==> config.mk <==
export PLATFORM = sky130hd
export DESIGN_NAME = sevenseg_scan_ctrl
export DESIGN_NICKNAME = d
export VERILOG_FILES = /design/src/rtl/sevenseg_pkg.sv /design/src/rtl/scan_timer.sv /design/src/rtl/sevenseg_scan_ctrl.sv
export SDC_FILE = /design/constraint.sdc
export NUM_CORES = 1
export LEC_CHECK = 0
export CAP_MARGIN = 5
export CORE_MARGIN = 4
export CORE_UTILIZATION = 55
export CTS_CLUSTER_DIAMETER = 30
export DETAILED_ROUTE_END_ITERATION = 6
export PLACE_DENSITY = 0.77
export SYNTH_ARGS = -nofsm -noshare
export SYNTH_HDL_FRONTEND = slang
export SYNTH_SLANG_ARGS = --single-unit
==> constraint.sdc <==
create_clock -name clk -period 8.5 [get_ports clk]
set_input_delay 2.55 -clock clk [delete_from_list [all_inputs] [get_ports clk]]
set_output_delay 2.55 -clock clk [all_outputs]
set_load 0.02 [all_outputs]
==> src/rtl/sevenseg_pkg.sv <==
// Shared types and constants for the seven-segment scan controller.
package sevenseg_pkg;

   typedef logic [6:0] digit_code_t;

   // Bit 6 set tells the downstream decoder to blank the digit.
   localparam digit_code_t BLANK_CODE = 7'b100_0000;

   typedef enum logic [1:0] {
      IDLE = 2'd0,
      ON   = 2'd1,
      GAP  = 2'd2
   } scan_state_t;

endpackage

==> src/rtl/scan_timer.sv <==
// Loadable down-counter; done is high whenever the count has reached zero.
module scan_timer #(
   parameter int WIDTH = 17
) (
   input  logic             clk,
   input  logic             rst_n,
   input  logic             load,
   input  logic [WIDTH-1:0] load_value,
   output logic             done
);

   logic [WIDTH-1:0] count;

   // Load takes priority; otherwise count down and park at zero.
   always_ff @(posedge clk) begin
      if (!rst_n) begin
         count <= '0;
      end else if (load) begin
         count <= load_value;
      end else if (count != '0) begin
         count <= count - WIDTH'(1);
      end
   end

   assign done = (count == '0);

endmodule

==> src/rtl/sevenseg_scan_ctrl.sv <==
// Time-multiplexed scan controller for a common-anode seven-segment display.
// Holds one code per digit and walks the digits through ON and GAP slots.
module sevenseg_scan_ctrl
   import sevenseg_pkg::*;
#(
   parameter int DIGITS     = 8,
   parameter int ON_CYCLES  = 100000,
   parameter int GAP_CYCLES = 1000
) (
   input  logic                      clk,
   input  logic                      rst_n,
   input  logic                      en,
   input  logic [DIGITS-1:0]         digit_mask,
   input  logic                      wr_en,
   input  logic [$clog2(DIGITS)-1:0] wr_idx,
   input  logic [6:0]                wr_data,
   output logic [6:0]                seg_code,
   output logic [DIGITS-1:0]         an_n,
   output logic                      frame_tick
);

   localparam int IDX_W      = $clog2(DIGITS);
   localparam int MAX_CYCLES = (ON_CYCLES > GAP_CYCLES) ? ON_CYCLES : GAP_CYCLES;
   localparam int TW         = $clog2(MAX_CYCLES + 1);

   localparam logic [TW-1:0]    ON_LOAD     = TW'(ON_CYCLES - 1);
   localparam logic [TW-1:0]    GAP_LOAD    = TW'(GAP_CYCLES - 1);
   localparam logic [IDX_W-1:0] LAST_IDX    = IDX_W'(DIGITS - 1);
   localparam logic [IDX_W:0]   DIGIT_COUNT = (IDX_W + 1)'(DIGITS);

   digit_code_t       code_regs [DIGITS];
   scan_state_t       state, next_state;
   logic [IDX_W-1:0]  idx, next_idx;
   digit_code_t       latched_code, next_code;
   logic              entering_on;
   logic              timer_load;
   logic [TW-1:0]     timer_value;
   logic              timer_done;
   logic [DIGITS-1:0] next_an_n;
   digit_code_t       next_seg;
   logic              next_tick;

   scan_timer #(
      .WIDTH(TW)
   ) u_timer (
      .clk       (clk),
      .rst_n     (rst_n),
      .load      (timer_load),
      .load_value(timer_value),
      .done      (timer_done)
   );

   // Code register file; out-of-range indices are dropped.
   always_ff @(posedge clk) begin
      if (!rst_n) begin
         for (int i = 0; i < DIGITS; i++) begin
            code_regs[i] <= BLANK_CODE;
         end
      end else if (wr_en && ({1'b0, wr_idx} < DIGIT_COUNT)) begin
         code_regs[wr_idx] <= wr_data;
      end
   end

   // Next state, slot timing and the output values for the coming cycle.
   always_comb begin
      next_state  = state;
      next_idx    = idx;
      timer_load  = 1'b0;
      timer_value = '0;
      entering_on = 1'b0;
      case (state)
         IDLE: begin
            if (en) begin
               next_state  = ON;
               next_idx    = '0;
               timer_load  = 1'b1;
               timer_value = ON_LOAD;
               entering_on = 1'b1;
            end
         end
         ON: begin
            if (!en) begin
               next_state = IDLE;
            end else if (timer_done) begin
               next_state  = GAP;
               timer_load  = 1'b1;
               timer_value = GAP_LOAD;
            end
         end
         GAP: begin
            if (!en) begin
               next_state = IDLE;
            end else if (timer_done) begin
               next_state  = ON;
               next_idx    = (idx == LAST_IDX) ? '0 : idx + IDX_W'(1);
               timer_load  = 1'b1;
               timer_value = ON_LOAD;
               entering_on = 1'b1;
            end
         end
         default: begin
            next_state = IDLE;
         end
      endcase

      if (next_state == IDLE) begin
         next_idx = '0;
      end

      // The register file is read before any same-edge write lands, so a
      // write on the latch edge leaves the old code on screen for the slot.
      next_code = entering_on ? code_regs[next_idx] : latched_code;

      next_an_n = '1;
      next_seg  = BLANK_CODE;
      next_tick = 1'b0;
      if (next_state == ON) begin
         if (digit_mask[next_idx]) begin
            next_an_n[next_idx] = 1'b0;
            next_seg            = next_code;
         end
         next_tick = entering_on && (next_idx == '0);
      end
   end

   // State, digit index, per-slot code latch and registered outputs.
   always_ff @(posedge clk) begin
      if (!rst_n) begin
         state        <= IDLE;
         idx          <= '0;
         latched_code <= BLANK_CODE;
         an_n         <= '1;
         seg_code     <= BLANK_CODE;
         frame_tick   <= 1'b0;
      end else begin
         state        <= next_state;
         idx          <= next_idx;
         latched_code <= next_code;
         an_n         <= next_an_n;
         seg_code     <= next_seg;
         frame_tick   <= next_tick;
      end
   end

endmodule

After elaboration in Yosys (flattened, before gate mapping)

Memory sizes are Yosys's and may differ from the RTL's.
Index checks and enable logic that the tools add are counted.

$add $sub $neg: 2
Equal/unequal tests: 4
Reductions and logical operators: 12
Bitwise operators: 1
Magnitude comparators: 2
Muxes and demuxes: 37

Operators with widths:

| cell                  | number |
|---|---|
| $mux 17               | 5 |
| $pmux 17 s3           | 1 |
| $mux 10               | 2 |
| $mux 3                | 6 |
| $logic_not 17->1      | 1 |
| $reduce_bool 17->1    | 1 |
| $sub 17x1->17 const B | 1 |
| $mux 7                | 2 |
| $mux 1                | 10 |
| $mux 2                | 5 |
| $not 8->8             | 1 |
| $reduce_or 7->1       | 1 |
| $pmux 2 s3            | 1 |
| $pmux 3 s2            | 1 |
| $eq 2x1->1 const B    | 2 |
| $logic_not 2->1       | 2 |
| $lt 3x4->1 const B    | 1 |
| $pmux 1 s2            | 2 |
| $add 3x1->3 const B   | 1 |
| $bmux 1 s3            | 1 |
| $demux 1 s3           | 1 |
| $eq 3x3->1 const B    | 1 |
| $ge 3x1->1 const B    | 1 |
| $logic_not 3->1       | 1 |
| 6 further kinds       | 7 |

Output and inout port bits: 16
Flip-flop bits (word level): 45
Memories: 1
Word-level logic and storage cells: 66
Bits in writable memories: 56

Memories:

| name      | depth | bits a word | read ports | clocked after Yosys merged registers in | write ports | RTL line                 | RTL |
|---|---|---|---|---|---|---|---|
| code_regs | 8     | 7           | 1          | 0                                       | 8           | sevenseg_scan_ctrl.sv:31 | `digit_code_t code_regs [DIGITS];` |

Longest topological paths before layout

Gate-level depths: netlist of run 1.

Depth after elaboration: 11
Mapped depth: 13
Gate-level depth less buffers: 10

By module

From an unflattened synthesis of run 1, not the netlist that was laid out.

Cell total of the unflattened synthesis: 460
Area total of the unflattened synthesis: 4859.7 sq um

By module, submodules not included:

| module             | cells an instance | sequential area each (sq um) | times used | area each (sq um) |
|---|---|---|---|---|
| sevenseg_scan_ctrl | 349               | 2242.2                       | 1          | 3940.0 |
| scan_timer         | 111               | 340.3                        | 1          | 919.6 |

Worst setup path after synthesis of run 1

No wires, ideal clock.

Path kind: input to register
Start: input en
End: register seg_code[2]
Stages: 9
Arrival: 4.641 ns
Slack: 3.718 ns
Data required time: 8.359 ns
Cell sequence: o21ai_0 a221oi_2 buf_2 buf_2 mux2i_1 nand2_1 and3_1 a2111oi_0 nor3_1

Word-level cells in the longest chain between the ends: 7
Elaborated cells on any way between the ends: 18
Those cells by class: eq/ne (1); mux (14); reduce/logical (2); memory (1)

Ends and longest elaborated chain:

| item                         | RTL line                                                                     | RTL |
|---|---|---|
| from (decl)                  | sevenseg_scan_ctrl.sv:12                                                     | `input logic en,` |
| $mux 2 (on tied branches)    | sevenseg_scan_ctrl.sv:91, sevenseg_scan_ctrl.sv:73, sevenseg_scan_ctrl.sv:82 |  |
| $pmux 2 s3                   | sevenseg_scan_ctrl.sv:71                                                     | `case (state)` |
| $logic_not 2->1              | sevenseg_scan_ctrl.sv:106                                                    | `if (next_state == IDLE) begin` |
| $mux 3                       | sevenseg_scan_ctrl.sv:106                                                    |  |
| $bmux 1 s3                   | sevenseg_scan_ctrl.sv:118                                                    | `if (digit_mask[next_idx]) begin` |
| $mux 1 (implied by the code) | sevenseg_scan_ctrl.sv:118                                                    |  |
| $reduce_and 3->1 (no line)   | -                                                                            |  |
| to (signal assigned)         | sevenseg_scan_ctrl.sv:140                                                    | `seg_code <= next_seg;` |
| to (decl)                    | sevenseg_scan_ctrl.sv:17                                                     | `output logic [6:0] seg_code,` |

Parallel ways exist; a longest one is shown, timed or not. The select of a mux whose other input is x is not followed.
A chain may end at the register's enable or synchronous reset.

Final worst setup path of run 1

Start: input en
End: register an_n[4]

Word-level cells in the longest chain between the ends: 9
Elaborated cells on any way between the ends: 19
Those cells by class: order compare (2); eq/ne (1); mux (12); bitwise (1); reduce/logical (3)

Ends and longest elaborated chain:

| item                                                                  | RTL line                                                                     | RTL |
|---|---|---|
| $mux 2 (on tied branches)                                             | sevenseg_scan_ctrl.sv:91, sevenseg_scan_ctrl.sv:73, sevenseg_scan_ctrl.sv:82 |  |
| $pmux 2 s3                                                            | sevenseg_scan_ctrl.sv:71                                                     |  |
| $logic_not 2->1                                                       | sevenseg_scan_ctrl.sv:106                                                    |  |
| $mux 3                                                                | sevenseg_scan_ctrl.sv:106                                                    |  |
| $lt 3x4->1 (implied by the code) / $ge 3x1->1 (equally long branches) | sevenseg_scan_ctrl.sv:119                                                    | `next_an_n[next_idx] = 1'b0;` |
| $logic_and 1x1->1 (implied by the code)                               | sevenseg_scan_ctrl.sv:119                                                    |  |
| $mux 1 (implied by the code)                                          | sevenseg_scan_ctrl.sv:119                                                    |  |
| $demux 1 s3                                                           | sevenseg_scan_ctrl.sv:119                                                    |  |
| $not 8->8 (no line)                                                   | -                                                                            |  |
| to (signal assigned)                                                  | sevenseg_scan_ctrl.sv:139                                                    | `an_n <= next_an_n;` |
| to (decl)                                                             | sevenseg_scan_ctrl.sv:18                                                     | `output logic [DIGITS-1:0] an_n,` |

Parallel ways exist; a longest one is shown, timed or not. The select of a mux whose other input is x is not followed.

==> flow_summary.ini, run 1 <==
[status]
status = complete, no violations

[logic_synthesis]
async_reset_ff_frac = 0
synth-seq-cells = 101
seq_area_frac_synth = 0.5426
synth_common_cells = edfxtp_1, and2_1, dfxtp_1
yosys.area_share.simple = 0.2487
yosys_warnings = 0
synth.top_cell.area_share = 0.3533
synth_fp_nets = 478
avgSynthCellArea_um2 = 10.62
synth-compound-area-share = 0.09253
synth-adder-area-share = 0.02103
ys.flop_type = edfxtp_1
synth_area_leaders = edfxtp_1, dfxtp_1, and2_1, mux2i_1, nand2_1
synthMuxAreaShare = 0.04679
synth_top_family_by_area = simple AND/OR/NAND/NOR gates
yosys.area.top_type = edfxtp_1
synth_xor_area_frac = 0.02392
ys_types = 54
synthCells = 448
yosysMostFrequentCell = edfxtp_1
netlist_area_um2 = 4760
synth_enable_flop_cells = 56

[floorplanning]
start_util = 0.5735
placementRows = 33
die_area_um2 = 10210
die_h_um = 101.0
core_area_um2 = 8299
fp.dieW_um = 101.0
io_pins = 38

[clocking]
cts.sink_count = 101
h-tree-depth = 3
cts.clk_slew.worst_paths_ns = 0.10
cts_setup_buffers = 0
ctsHoldBuffers = 0
cts-resized-gates = 0
clockRootBuffer = clkbuf_8
clock_latency_ns = 0.37
cts_buffers = 9
cts_buffer_depth = 2
cts_tree = yes

[critical_path]
critPathArrivalTime_ns = 5.93
r2r_slack_ns = 4.59
cp_max_fo = 28
endpoint_kind = flip-flop
reg2reg_from = u_timer.count[0]
critPathKind = input pin to flip-flop
cp-start-kind = input pin
worst-r2r-cell-count = 10
cp_data_required_time_ns = 8.71
timing.rr.end = seg_code[2]

[drt]
wl_mm = 10.53
drc = 0
avgRoutedWirePerCell_um = 17.82
drtIter0Drc = 215
first_pass_iters = 5
routed-via-count = 3510
antenna_left = 0
via_per_inst = 5.939

[power_and_ir_drop]
powerDensity_nw_per_um2 = 253.2
irDropWorstVdd_uv = 114.4
power_mw = 1.368
power.leakage_nw = 2.114

[cells_and_area]
n_antenna_cell = 0
utilization = 0.6511
layout-drive-gt1-share = 0.06173
syn_to_final_growth_pct = 13.54
fin_nets = 511
final_cells = 591

[timing]
skew_ns = 0.01404
timing.final.max_slew_violations = 0
finalSetupTns_ns = 0
setup_ws_ns = 2.776
fmax_mhz = 174.7
hold_viol = 0
fin_crit_ns = 5.724
setup_viol = 0
slew-limit-headroom = 0.3448
worst_pin_slew_ns = 0.9726
fin_crit_sh = 0.6734
rsz0062_at_grt = no

[global_routing]
grt.total_usage = 0.2176
grt_max_degree = 29
antenna_found_initial = 0
grt_pass1_vias = 3411
overflow = 0
grt_pass1_wl_mm = 17.18

[hold_path]
hold_path.class = flip-flop to flip-flop
min_path_cells = 2
hold_start = latched_code[0]
min_to = latched_code[0]

[place]
gp_congestion = 0.8745
numPortBuffers = 37
post-dp-hpwl_mm = 7.547
post-place-ws_ns = 2.391
dp.cells = 575

[job]
max_cap_viol_count = 0
[registers in the layout, summed over array words and instances, names as in the netlist]
register	flops
frame_tick	1
idx	3
u_timer.count	17
code_regs	56
seg_code	7
latched_code	7
an_n	8
state	2
[how the worst max path moves through the flow]
stage,start,endpoint,slack [ns]
floorplan,en,seg_code[2],3.72
global placement,en,an_n[4],2.51
detailed placement,en,an_n[4],2.39
CTS,en,an_n[4],2.78
global route,en,an_n[4],2.50
finish,en,an_n[4],2.78
[cells in the final DEF, fill, tap and decap left out, types with 17 or more instances in the layout]
cell type	instances
edfxtp_1	56
and2_1	49
dfxtp_1	45
clkdlybuf4s50_1	37
nand2_1	33
nor2_1	30
nor3_1	23
mux2i_1	20
a21oi_1	18
nand3_1	17
[layer usage]
| metal | up-vias | share of wire | track usage |
|---|---|---|---|
| li1 | 1693 | - | - |
| met1 | 1675 | 0.47 | 0.3145 |
| met2 | 123 | 0.45 | 0.3357 |
| met3 | 19 | 0.063 | 0.03599 |
| met4 | 0 | 0.017 | 0.06953 |
| met5 | - | 0 | 0 |
[cell type report]
class | instances | area (um2)
fill | 646 | 2895
sequential | 101 | 2582
multi-input combinational | 318 | 2072
timing repair buffer | 39 | 385.4
tap | 105 | 131.4
clock buffer | 9 | 123.9
clock inverter | 7 | 63.81
inverter | 12 | 45.04
[where the power goes]
part | internal [mW] | switching [mW] | total [mW] | leakage (nW)
combinational | 0.182 | 0.247 | 0.429 | 1.11
clock | 0.113 | 0.183 | 0.297 | 0.0903
sequential | 0.581 | 0.0619 | 0.643 | 0.910
[per-stage QoR]
step	instance area (um2)	hold slack, ns
floorplan	4760	0.4760
global placement	5216	0.4869
detailed placement	5216	0.4962
CTS	5404	0.5221
global route	5404	0.5720
finish	5404	0.5222
[cells by family after synthesis]
| group | after synthesis |
|---|---|
| and+or+nand+nor | 209 |
| DFF | 101 |
| AOI/OAI and AO/OA | 66 |
| buffers and inverters | 29 |
| muxes | 22 |
| xor gates and xnor gates | 13 |
| adders and majority gates | 8 |
[critical path, stage by stage]
cell,delay [ns]
clkdlybuf4s50_1,0.70
o21ai_0,0.32
a221oi_4,0.51
buf_4,0.42
mux2i_1,0.12
and3_1,0.19
o31a_1,0.28
nor3_1,0.66
nand4_1,0.18
No activity file was read; power rests on OpenSTA's default activity.
==> run 2: changes to the inputs <==
--- a/config.mk
+++ b/config.mk
@@ -7,10 +7,10 @@
 export LEC_CHECK = 0
 export CAP_MARGIN = 5
 export CORE_MARGIN = 4
-export CORE_UTILIZATION = 55
+export CORE_UTILIZATION = 52
 export CTS_CLUSTER_DIAMETER = 30
 export DETAILED_ROUTE_END_ITERATION = 6
-export PLACE_DENSITY = 0.77
+export PLACE_DENSITY = 0.76
 export SYNTH_ARGS = -nofsm -noshare
 export SYNTH_HDL_FRONTEND = slang
 export SYNTH_SLANG_ARGS = --single-unit
==> constraint.sdc (replaced) <==
create_clock -name clk -period 5.2 [get_ports clk]
set_input_delay 1.56 -clock clk [delete_from_list [all_inputs] [get_ports clk]]
set_output_delay 1.56 -clock clk [all_outputs]
set_load 0.02 [all_outputs]
==> flow_summary.ini, run 2 (synthesized netlist as in run 1, its figures left out) <==
[status]
status = complete, no violations

[floorplanning]
die_area_um2 = 10750
start_util = 0.5405
io_pins = 38
placementRows = 34
core_area_um2 = 8806
fp.dieW_um = 103.7
die_h_um = 103.7

[power_and_ir_drop]
irDropWorstVdd_uv = 197.8
power_mw = 2.263
powerDensity_nw_per_um2 = 412.3
power.leakage_nw = 2.169

[job]
max_cap_viol_count = 0

[timing]
hold_viol = 0
worst_pin_slew_ns = 1.038
rsz0062_at_grt = no
skew_ns = 0.01770
slew-limit-headroom = 0.3005
fin_crit_sh = 0.8409
finalSetupTns_ns = 0
fin_crit_ns = 4.373
timing.final.max_slew_violations = 0
setup_viol = 0
fmax_mhz = 228.7

[drt]
drtIter0Drc = 217
first_pass_iters = 5
antenna_left = 0
wl_mm = 10.73
avgRoutedWirePerCell_um = 17.85
routed-via-count = 3514
via_per_inst = 5.847
drc = 0

[clocking]
ctsHoldBuffers = 0
cts.clk_slew.worst_paths_ns = 0.11
h-tree-depth = 3
cts_buffers = 9
clockRootBuffer = clkbuf_8
cts_buffer_depth = 2
cts_setup_buffers = 0
cts_tree = yes
cts.sink_count = 101
clock_latency_ns = 0.38
cts-resized-gates = 0

[global_routing]
gr-max-usage-layer = met2
grt_use_met2 = 0.3182
grt_pass1_vias = 3369
use_met3 = 0.03296
antenna_found_initial = 0
grt_pass1_wl_mm = 17.51
grt.total_usage = 0.2037
overflow = 0
grt_max_degree = 22
grt_use_met1 = 0.2871

[cells_and_area]
top_regs = code_regs x56, u_timer.count x17, an_n x8
final_cells = 601
regMostFlops = code_regs
utilization = 0.6235
final_common_cell = edfxtp_1
final_cell_mix = edfxtp_1, and2_1, dfxtp_1, clkdlybuf4s50_1, nand2_1
fin_nets = 518
layout-drive-gt1-share = 0.07505
syn_to_final_growth_pct = 15.35
fin_area_um2 = 5490
n_antenna_cell = 0
largest_reg_flops = 56

[place]
post-dp-hpwl_mm = 7.785
numPortBuffers = 37
gp_congestion = 0.8928
place_area_um2 = 5285
dp.cells = 585

[hold_path]
hold_path.class = flip-flop to flip-flop

[critical_path]
cp-start-kind = input pin
critPathArrivalTime_ns = 4.63
endpoint_kind = flip-flop
cp_max_fo = 14
critPathKind = input pin to flip-flop
cp_data_required_time_ns = 5.46
run 2: layout make-up:
| type | instances | area (um2) |
|---|---|---|
| well taps | 108 | 135.1 |
| clock inverters | 7 | 81.33 |
| fillers | 736 | 3316 |
| inverters | 12 | 45.04 |
| multi-input cells | 318 | 2072 |
| flip-flops and latches | 101 | 2582 |
| repair buffers | 46 | 450.4 |
| clock buffers | 9 | 123.9 |
run 2: metal layers:
layer / vias to the layer above / share of wire
met4: 0 / 0.020
met1: 1675 / 0.47
li1: 1707 / -
met3: 18 / 0.065
met2: 114 / 0.45
met5: - / 0
run 2: final timing paths:
kind	end	slack (ns)	depth (start not counted)	startpoint
worst max register to register	latched_code[0]	1.41	11	u_timer.count[0]
worst min register to register	latched_code[3]	0.52	2	latched_code[3]
worst max-delay path	latched_code[0]	0.83	10	en
worst min-delay path	latched_code[3]	0.52	2	latched_code[3]
run 2: report_power, final:
part           internal [mW]  switching [mW]  total (mW)
clock                  0.193           0.313       0.507
combinational          0.305           0.405       0.709
sequential             0.950          0.0981        1.05
run 2: per-stage QoR:
step / hold WS [ns] / setup WS [ns]
after global routing: 0.5571 / 0.6369
after global placement: 0.4831 / 0.4329
after detailed placement: 0.5119 / 0.4785
after floorplan: 0.4760 / 1.408
final: 0.5220 / 0.8274
after CTS: 0.5355 / 0.8624
run 2: worst max-delay path: stages:
cell and delay, ns:
clkdlybuf4s50_1 0.48, o21ai_0 0.22, a221oi_4 0.71, buf_12 0.24, mux2i_1 0.29, nand2_1 0.08
and3_1 0.20, a2111oi_0 0.57, buf_4 0.23, nor3_1 0.05
